## src/rtl/multicycle_core.sv

```systemverilog
`default_nettype none
// +--------------------------------------------------------------------------+
// | multicycle_core : FSM-sequenced MIPS-subset core, one shared ALU,        |
// |                   32x32 register file, unified ready-handshake memory    |
// | Revision 1.0                                                             |
// +--------------------------------------------------------------------------+
module multicycle_core #(
   parameter int          ADDR_W   = 32,
   parameter logic [31:0] RESET_PC = 32'h0000_0000
) (
   input  logic              clk,
   input  logic              reset,
   output logic              mem_req,
   output logic              mem_we,
   output logic [ADDR_W-1:0] mem_addr,
   output logic [31:0]       mem_wdata,
   input  logic [31:0]       mem_rdata,
   input  logic              mem_ready,
   output logic [ADDR_W-1:0] pc_out,
   output logic              retire,
   output logic              halted,
   output logic              fault
);

   localparam logic [2:0] S_FETCH  = 3'd0;
   localparam logic [2:0] S_DECODE = 3'd1;
   localparam logic [2:0] S_EXEC   = 3'd2;
   localparam logic [2:0] S_MEM    = 3'd3;
   localparam logic [2:0] S_WB     = 3'd4;
   localparam logic [2:0] S_HALT   = 3'd5;
   localparam logic [2:0] S_FAULT  = 3'd6;

   localparam logic [5:0] OP_RTYPE = 6'h00;
   localparam logic [5:0] OP_J     = 6'h02;
   localparam logic [5:0] OP_JAL   = 6'h03;
   localparam logic [5:0] OP_BEQ   = 6'h04;
   localparam logic [5:0] OP_BNE   = 6'h05;
   localparam logic [5:0] OP_ADDI  = 6'h08;
   localparam logic [5:0] OP_XORI  = 6'h0E;
   localparam logic [5:0] OP_LW    = 6'h23;
   localparam logic [5:0] OP_SW    = 6'h2B;

   localparam logic [5:0] FN_JR      = 6'h08;
   localparam logic [5:0] FN_SYSCALL = 6'h0C;
   localparam logic [5:0] FN_ADD     = 6'h20;
   localparam logic [5:0] FN_SUB     = 6'h22;
   localparam logic [5:0] FN_SLT     = 6'h2A;

   localparam logic [1:0] ALU_ADD = 2'd0;
   localparam logic [1:0] ALU_SUB = 2'd1;
   localparam logic [1:0] ALU_SLT = 2'd2;
   localparam logic [1:0] ALU_XOR = 2'd3;

   logic [2:0]        state_q, state_d;
   logic [ADDR_W-1:0] pc_q, pc_d;
   logic [31:0]       ir_q, ir_d;
   logic [31:0]       a_q, a_d;
   logic [31:0]       b_q, b_d;
   logic [31:0]       alu_out_q, alu_out_d;
   logic [31:0]       mdr_q, mdr_d;
   logic [31:0]       rf_q [32];
   logic [31:0]       rf_d [32];

   logic              rf_we;
   logic [4:0]        rf_wa;
   logic [31:0]       rf_wd;

   logic [5:0]  op, funct;
   logic [4:0]  rs, rt, rd;
   logic [31:0] imm_se, imm_ze, pc_ext, jump_tgt;

   assign op       = ir_q[31:26];
   assign rs       = ir_q[25:21];
   assign rt       = ir_q[20:16];
   assign rd       = ir_q[15:11];
   assign funct    = ir_q[5:0];
   assign imm_se   = {{16{ir_q[15]}}, ir_q[15:0]};
   assign imm_ze   = {16'h0000, ir_q[15:0]};
   assign pc_ext   = 32'(pc_q);
   assign jump_tgt = {pc_ext[31:28], ir_q[25:0], 2'b00};

   logic is_r, is_alu_r, is_jr, is_sys, is_imm, is_load, is_store;
   logic is_branch, is_jump, legal;

   assign is_r      = (op == OP_RTYPE);
   assign is_alu_r  = is_r && (funct == FN_ADD || funct == FN_SUB || funct == FN_SLT);
   assign is_jr     = is_r && (funct == FN_JR);
   assign is_sys    = is_r && (funct == FN_SYSCALL);
   assign is_imm    = (op == OP_ADDI) || (op == OP_XORI);
   assign is_load   = (op == OP_LW);
   assign is_store  = (op == OP_SW);
   assign is_branch = (op == OP_BEQ) || (op == OP_BNE);
   assign is_jump   = (op == OP_J) || (op == OP_JAL);
   assign legal     = is_alu_r || is_jr || is_sys || is_imm || is_load ||
                      is_store || is_branch || is_jump;

   // Shared ALU: PC+4 in FETCH, branch target in DECODE, the instruction's op in EXEC
   logic [31:0] alu_a, alu_b, alu_y, alu_diff;
   logic [1:0]  alu_op;
   logic        alu_zero;

   always_comb begin
      alu_a  = a_q;
      alu_b  = b_q;
      alu_op = ALU_ADD;
      case (state_q)
         S_FETCH: begin
            alu_a = pc_ext;
            alu_b = 32'd4;
         end
         S_DECODE: begin
            alu_a = pc_ext;
            alu_b = {imm_se[29:0], 2'b00};
         end
         S_EXEC: begin
            if (op == OP_XORI)
               alu_b = imm_ze;
            else if (is_imm || is_load || is_store)
               alu_b = imm_se;
            if (op == OP_XORI)
               alu_op = ALU_XOR;
            else if (is_branch || (is_r && funct == FN_SUB))
               alu_op = ALU_SUB;
            else if (is_r && funct == FN_SLT)
               alu_op = ALU_SLT;
         end
         default: ;
      endcase
   end

   always_comb begin
      alu_diff = alu_a - alu_b;
      alu_y    = alu_a + alu_b;
      case (alu_op)
         ALU_SUB: alu_y = alu_diff;
         ALU_SLT: alu_y = {31'd0, ($signed(alu_a) < $signed(alu_b))};
         ALU_XOR: alu_y = alu_a ^ alu_b;
         default: alu_y = alu_a + alu_b;
      endcase
      alu_zero = (alu_y == 32'd0);
   end

   always_comb begin
      state_d   = state_q;
      pc_d      = pc_q;
      ir_d      = ir_q;
      a_d       = a_q;
      b_d       = b_q;
      alu_out_d = alu_out_q;
      mdr_d     = mdr_q;
      rf_we     = 1'b0;
      rf_wa     = 5'd0;
      rf_wd     = 32'd0;
      case (state_q)
         S_FETCH: begin
            if (mem_ready) begin
               ir_d    = mem_rdata;
               pc_d    = alu_y[ADDR_W-1:0];
               state_d = S_DECODE;
            end
         end
         S_DECODE: begin
            a_d       = rf_q[rs];
            b_d       = rf_q[rt];
            alu_out_d = alu_y;
            if (!legal)
               state_d = S_FAULT;
            else if (is_sys)
               state_d = S_HALT;
            else
               state_d = S_EXEC;
         end
         S_EXEC: begin
            state_d = S_FETCH;
            if (is_alu_r || is_imm) begin
               alu_out_d = alu_y;
               state_d   = S_WB;
            end else if (is_load || is_store) begin
               alu_out_d = alu_y;
               state_d   = (alu_y[1:0] != 2'b00) ? S_FAULT : S_MEM;
            end else if (is_branch) begin
               // alu_out_q still holds the target computed during DECODE
               if (alu_zero == (op == OP_BEQ))
                  pc_d = alu_out_q[ADDR_W-1:0];
            end else if (is_jump) begin
               pc_d = jump_tgt[ADDR_W-1:0];
               if (op == OP_JAL) begin
                  rf_we = 1'b1;
                  rf_wa = 5'd31;
                  rf_wd = pc_ext;
               end
            end else if (is_jr) begin
               pc_d = a_q[ADDR_W-1:0];
            end
         end
         S_MEM: begin
            if (mem_ready) begin
               if (is_load) begin
                  mdr_d   = mem_rdata;
                  state_d = S_WB;
               end else begin
                  state_d = S_FETCH;
               end
            end
         end
         S_WB: begin
            rf_we   = 1'b1;
            rf_wa   = is_r ? rd : rt;
            rf_wd   = is_load ? mdr_q : alu_out_q;
            state_d = S_FETCH;
         end
         default: ;
      endcase
   end

   always_comb begin
      rf_d = rf_q;
      if (rf_we && rf_wa != 5'd0)
         rf_d[rf_wa] = rf_wd;
   end

   always_ff @(posedge clk or posedge reset) begin
      if (reset) begin
         state_q   <= S_FETCH;
         pc_q      <= RESET_PC[ADDR_W-1:0];
         ir_q      <= 32'd0;
         a_q       <= 32'd0;
         b_q       <= 32'd0;
         alu_out_q <= 32'd0;
         mdr_q     <= 32'd0;
         for (int i = 0; i < 32; i++)
            rf_q[i] <= 32'd0;
      end else begin
         state_q   <= state_d;
         pc_q      <= pc_d;
         ir_q      <= ir_d;
         a_q       <= a_d;
         b_q       <= b_d;
         alu_out_q <= alu_out_d;
         mdr_q     <= mdr_d;
         rf_q      <= rf_d;
      end
   end

   // Gating with reset drops mem_req immediately on an asynchronous reset
   always_comb begin
      mem_req   = 1'b0;
      mem_we    = 1'b0;
      mem_wdata = 32'd0;
      mem_addr  = {pc_q[ADDR_W-1:2], 2'b00};
      if (!reset) begin
         if (state_q == S_FETCH) begin
            mem_req = 1'b1;
         end else if (state_q == S_MEM) begin
            mem_req  = 1'b1;
            mem_we   = is_store;
            mem_addr = alu_out_q[ADDR_W-1:0];
            if (is_store)
               mem_wdata = b_q;
         end
      end
   end

   always_comb begin
      retire = 1'b0;
      case (state_q)
         S_DECODE: retire = is_sys;
         S_EXEC:   retire = is_branch || is_jump || is_jr;
         S_MEM:    retire = is_store && mem_ready;
         S_WB:     retire = 1'b1;
         default:  retire = 1'b0;
      endcase
   end

   assign pc_out = pc_q;
   assign halted = (state_q == S_HALT);
   assign fault  = (state_q == S_FAULT);

endmodule
`default_nettype wire
```

## config.mk

```make
export PLATFORM = sky130hd
export DESIGN_NAME = multicycle_core
export DESIGN_NICKNAME = d
export VERILOG_FILES = /design/src/rtl/multicycle_core.sv
export SDC_FILE = /design/constraint.sdc
export NUM_CORES = 2
export LEC_CHECK = 0
export CAP_MARGIN = 40
export CORE_MARGIN = 1.5
export CORE_UTILIZATION = 60
export DETAILED_ROUTE_END_ITERATION = 16
export GPL_TIMING_DRIVEN = 0
export PLACE_DENSITY = 0.77
export SYNTH_ARGS = -nofsm -noshare
export SYNTH_HDL_FRONTEND = slang
export SYNTH_SLANG_ARGS = --single-unit
```

## constraint.sdc

```tcl
create_clock -name clk -period 45.5 [get_ports clk]
set_clock_uncertainty 0.05 [all_clocks]
set_input_delay 6.825 -clock clk [delete_from_list [all_inputs] [get_ports clk]]
set_output_delay 6.825 -clock clk [all_outputs]
set_load 0.02 [all_outputs]
```

==> flow_summary.ini <==
[floorplanning]
start_util_pct = 60.3
die_h_um = 336
boundaryPins = 136
rows = 122
die_area_um2 = 113000
die_w_um = 336
core_area_um2 = 110000

[timing]
slew_viol_final = 0
setup_tns_ns = 0
tightestPinTransition_ns = 1.13
timing.fmax_mhz = 57.2
setup_viol = 0
relSlewSlack_pct = 24.4
post-route-period-util_pct = 38.4
worst_slack_ns = 28.01
min_period_ns = 17.49
hold_viol_final = 0
rsz0062_at_grt = no

[placement]
post-dp-hpwl_um = 221000
dp_cells = 7887
portBuffers = 135
place_congestion = 1.04
dp_slack_ns = 27.96

[logic_synthesis]
synthTopCellsByCount = 1219 x dfrtp_1, 857 x nand2_1, 712 x o21ai_0
syn_nets = 6178
synthCells = 6077
syn-mean-instance-area_um2 = 11.0
ys.flop_type = dfrtp_1
ys_types = 91
synth_most_common_cell = dfrtp_1
yosysWarnings = 0
synth_seq_cells = 1219
synth_edf_count = 0
synth-seq-area-share_pct = 45.8
synth_area_um2 = 66600
synthArstFlopShare_pct = 100
synth_top_area_cell = dfrtp_1
synth_top_area_share_pct = 45.8
synth.area.top_cells = dfrtp_1 46%, mux4_2 22%, o21ai_0 5.4%

[detailed_routing]
totalWireLength_um = 290000
antenna_left = 0
drt-initial-drc-count = 9273
post_drt_via_cell_ratio = 7.38
firstDrtPassIters = 7
drc = 0
num_vias = 60200
wire_per_inst_um = 35.6

[pwr]
total_power_uw = 2220
power.density_nw_per_um2 = 28.9
p_clk_share_pct = 49.8
p_sw_share_pct = 22.9
p_leak_uw = 0.0318
combPwrFrac_pct = 1.3
power_frac_seq_pct = 48.8
p_sw_uw = 508
ir_drop_mv = 0.0471
p_int_uw = 1710

[setup_path]
endpoint_kind = output port
cp.arrival_ns = 10.62
critical_path_required_ns = 38.62
critPathKind = primary input to output port
crit_buf_inv = 5
cp-start-kind = primary input
cp_cell_sequence = clkdlybuf4s50_1, inv_8, buf_16, and4b_1, clkbuf_1, and2_1, clkdlybuf4s50_1
cp_max_fo = 118
cp_common_cell = clkdlybuf4s50_1
cp_top_family = buffers and inverters
slowest_delay_ns = 0.79
cp_slowest_cell = and4b_1

[global_routing]
grtUsageTotal_pct = 52.1
grt_pass1_wl_um = 414000
grt_overflow_total = 0
grt_max_degree = 124
first_global_vias = 59800
antenna_found_initial = 23

[clock_network]
cts-root-buf = clkbuf_16
cts_tree = built
ctsResizeCount = 0
path_clk_slew_ns = 0.06
clk_latency_ns = 0.80
htreeDepth = 4
clock_sinks = 1219
cts_made_buffers = 130
postCtsHoldBufs = 0
cts_max_path_buffers = 3
post_cts_buffers = 0

[finish]
stdcell_count = 8154
fin_nets = 6649
drive_gt1_share_pct = 18.4
syn_to_final_growth_pct = 15.3
fin_util_pct = 69.6

[status]
status = finished, final reports clean

[run]
maxCapViolations = 0

[min_path]
hp-class = flip-flop to flip-flop
## path summary, 6_finish.rpt
kind                            start            end  slack, ns  cells after the start
min in group asynchronous       reset      pc_out[1]       6.47                      2
max reg2reg                  ir_q[26]     pc_out[22]      35.62                     25
max                             reset  mem_wdata[13]      28.01                      7
min                        rf_q[1013]     rf_q[1013]       0.43                      1
min reg2reg                rf_q[1013]     rf_q[1013]       0.43                      1
max in group asynchronous       reset      rf_q[198]      36.45                      6
## worst register-to-register path, cell delays in order (launching register included)
cell and delay, ns:
dfrtp_1 0.33, buf_2 0.35, nand4b_1 0.31, nor2_1 0.23, or2_2 0.14, clkbuf_1 0.43, o21ai_1 0.42, clkbuf_1 0.31
buf_8 0.21, a222oi_1 0.94, inv_1 0.11, ha_1 0.38, clkbuf_1 0.41, nand2_1 0.23, o21ai_0 0.75, a21oi_1 0.22
o21ai_0 0.31, o221ai_1 0.16, o21ai_0 0.63, nand4_1 0.17, or4_1 0.59, nor4_2 0.74, xnor2_1 0.25, a31oi_4 0.56
buf_12 0.24, mux2_4 0.32
## cell families after synthesis
logic type,synth area share (%)
flip-flops,45.8
buffers and inverters,3.87
adder cells (fa/ha/maj),1.26
multiplexers,25.5
AO/OA/AOI/OAI,13.0
AND/OR/NAND/NOR,10.5
XOR/XNOR,0.0263
## metal layers
| layer | wire length, um | global-route usage, % | up-vias |
|---|---|---|---|
| li1 | - | - | 23100 |
| met1 | 92300 | 59.8 | 29600 |
| met2 | 127000 | 76.8 | 5623 |
| met3 | 42000 | 22.4 | 1807 |
| met4 | 28800 | 41.0 | 34 |
| met5 | 487 | 0 | - |
## power by group through the flow
stage | clock network, uW | logic (uW) | registers (uW)
2_1_floorplan | 0 | 15.7 | 1110
3_3_place_gp | 0 | 26.4 | 1110
3_5_place_dp | 0 | 30.4 | 1100
4_1_cts | 1100 | 30.4 | 1080
5_1_grt | 1140 | 33.9 | 1080
6_report | 1110 | 29.8 | 1080
## sequential cells by signal, summed over array words and instances (netlist names)
register,flops
state_q,3
alu_out_q,32
b_q,32
ir_q,32
mdr_q,32
a_q,32
pc_out,32
rf_q,1024
## cell type report
cell class,instances,area (um2)
repair buffers,339,3910
inverters,68,263
plain buffers,602,2320
clock inverters,53,686
multi-input cells,4188,33500
diodes,14,35.0
well taps,1488,1860
fillers,7924,33600
flip-flops and latches,1219,30500
clock buffers,183,3670
## metrics by stage
stage	hold WS (ns)	instance area, um2
floorplan	0.391	66600
global placement	0.402	69800
detailed placement	0.414	72200
CTS	0.432	76500
global route	0.449	76700
finish	0.435	76800
## layout by cell type, fill, tap and decap left out, drive strengths merged, types with 8 or more instances in the layout
cell / n
or4: 9
a222oi: 12
buf: 289
nor3b: 8
mux4: 640
clkbuf: 697
bufinv: 9
dfrtp: 1219
ha: 64
nor2b: 17
o21ai: 718
and2: 46
a2111oi: 9
mux2: 125
nand2: 857
nand3: 40
nand2b: 14
and3: 8
nor4: 26
mux2i: 110
a211oi: 23
clkinv: 31
inv: 77
nand4: 19
a221o: 10
nor2: 588
o22ai: 13
o211ai: 42
or3: 12
diode: 14
clkdlybuf4s50: 135
nor3: 29
o31ai: 15
a21o: 29
a21oi: 578
o21bai: 13
Note: power is estimated with default switching activity, not from simulation.
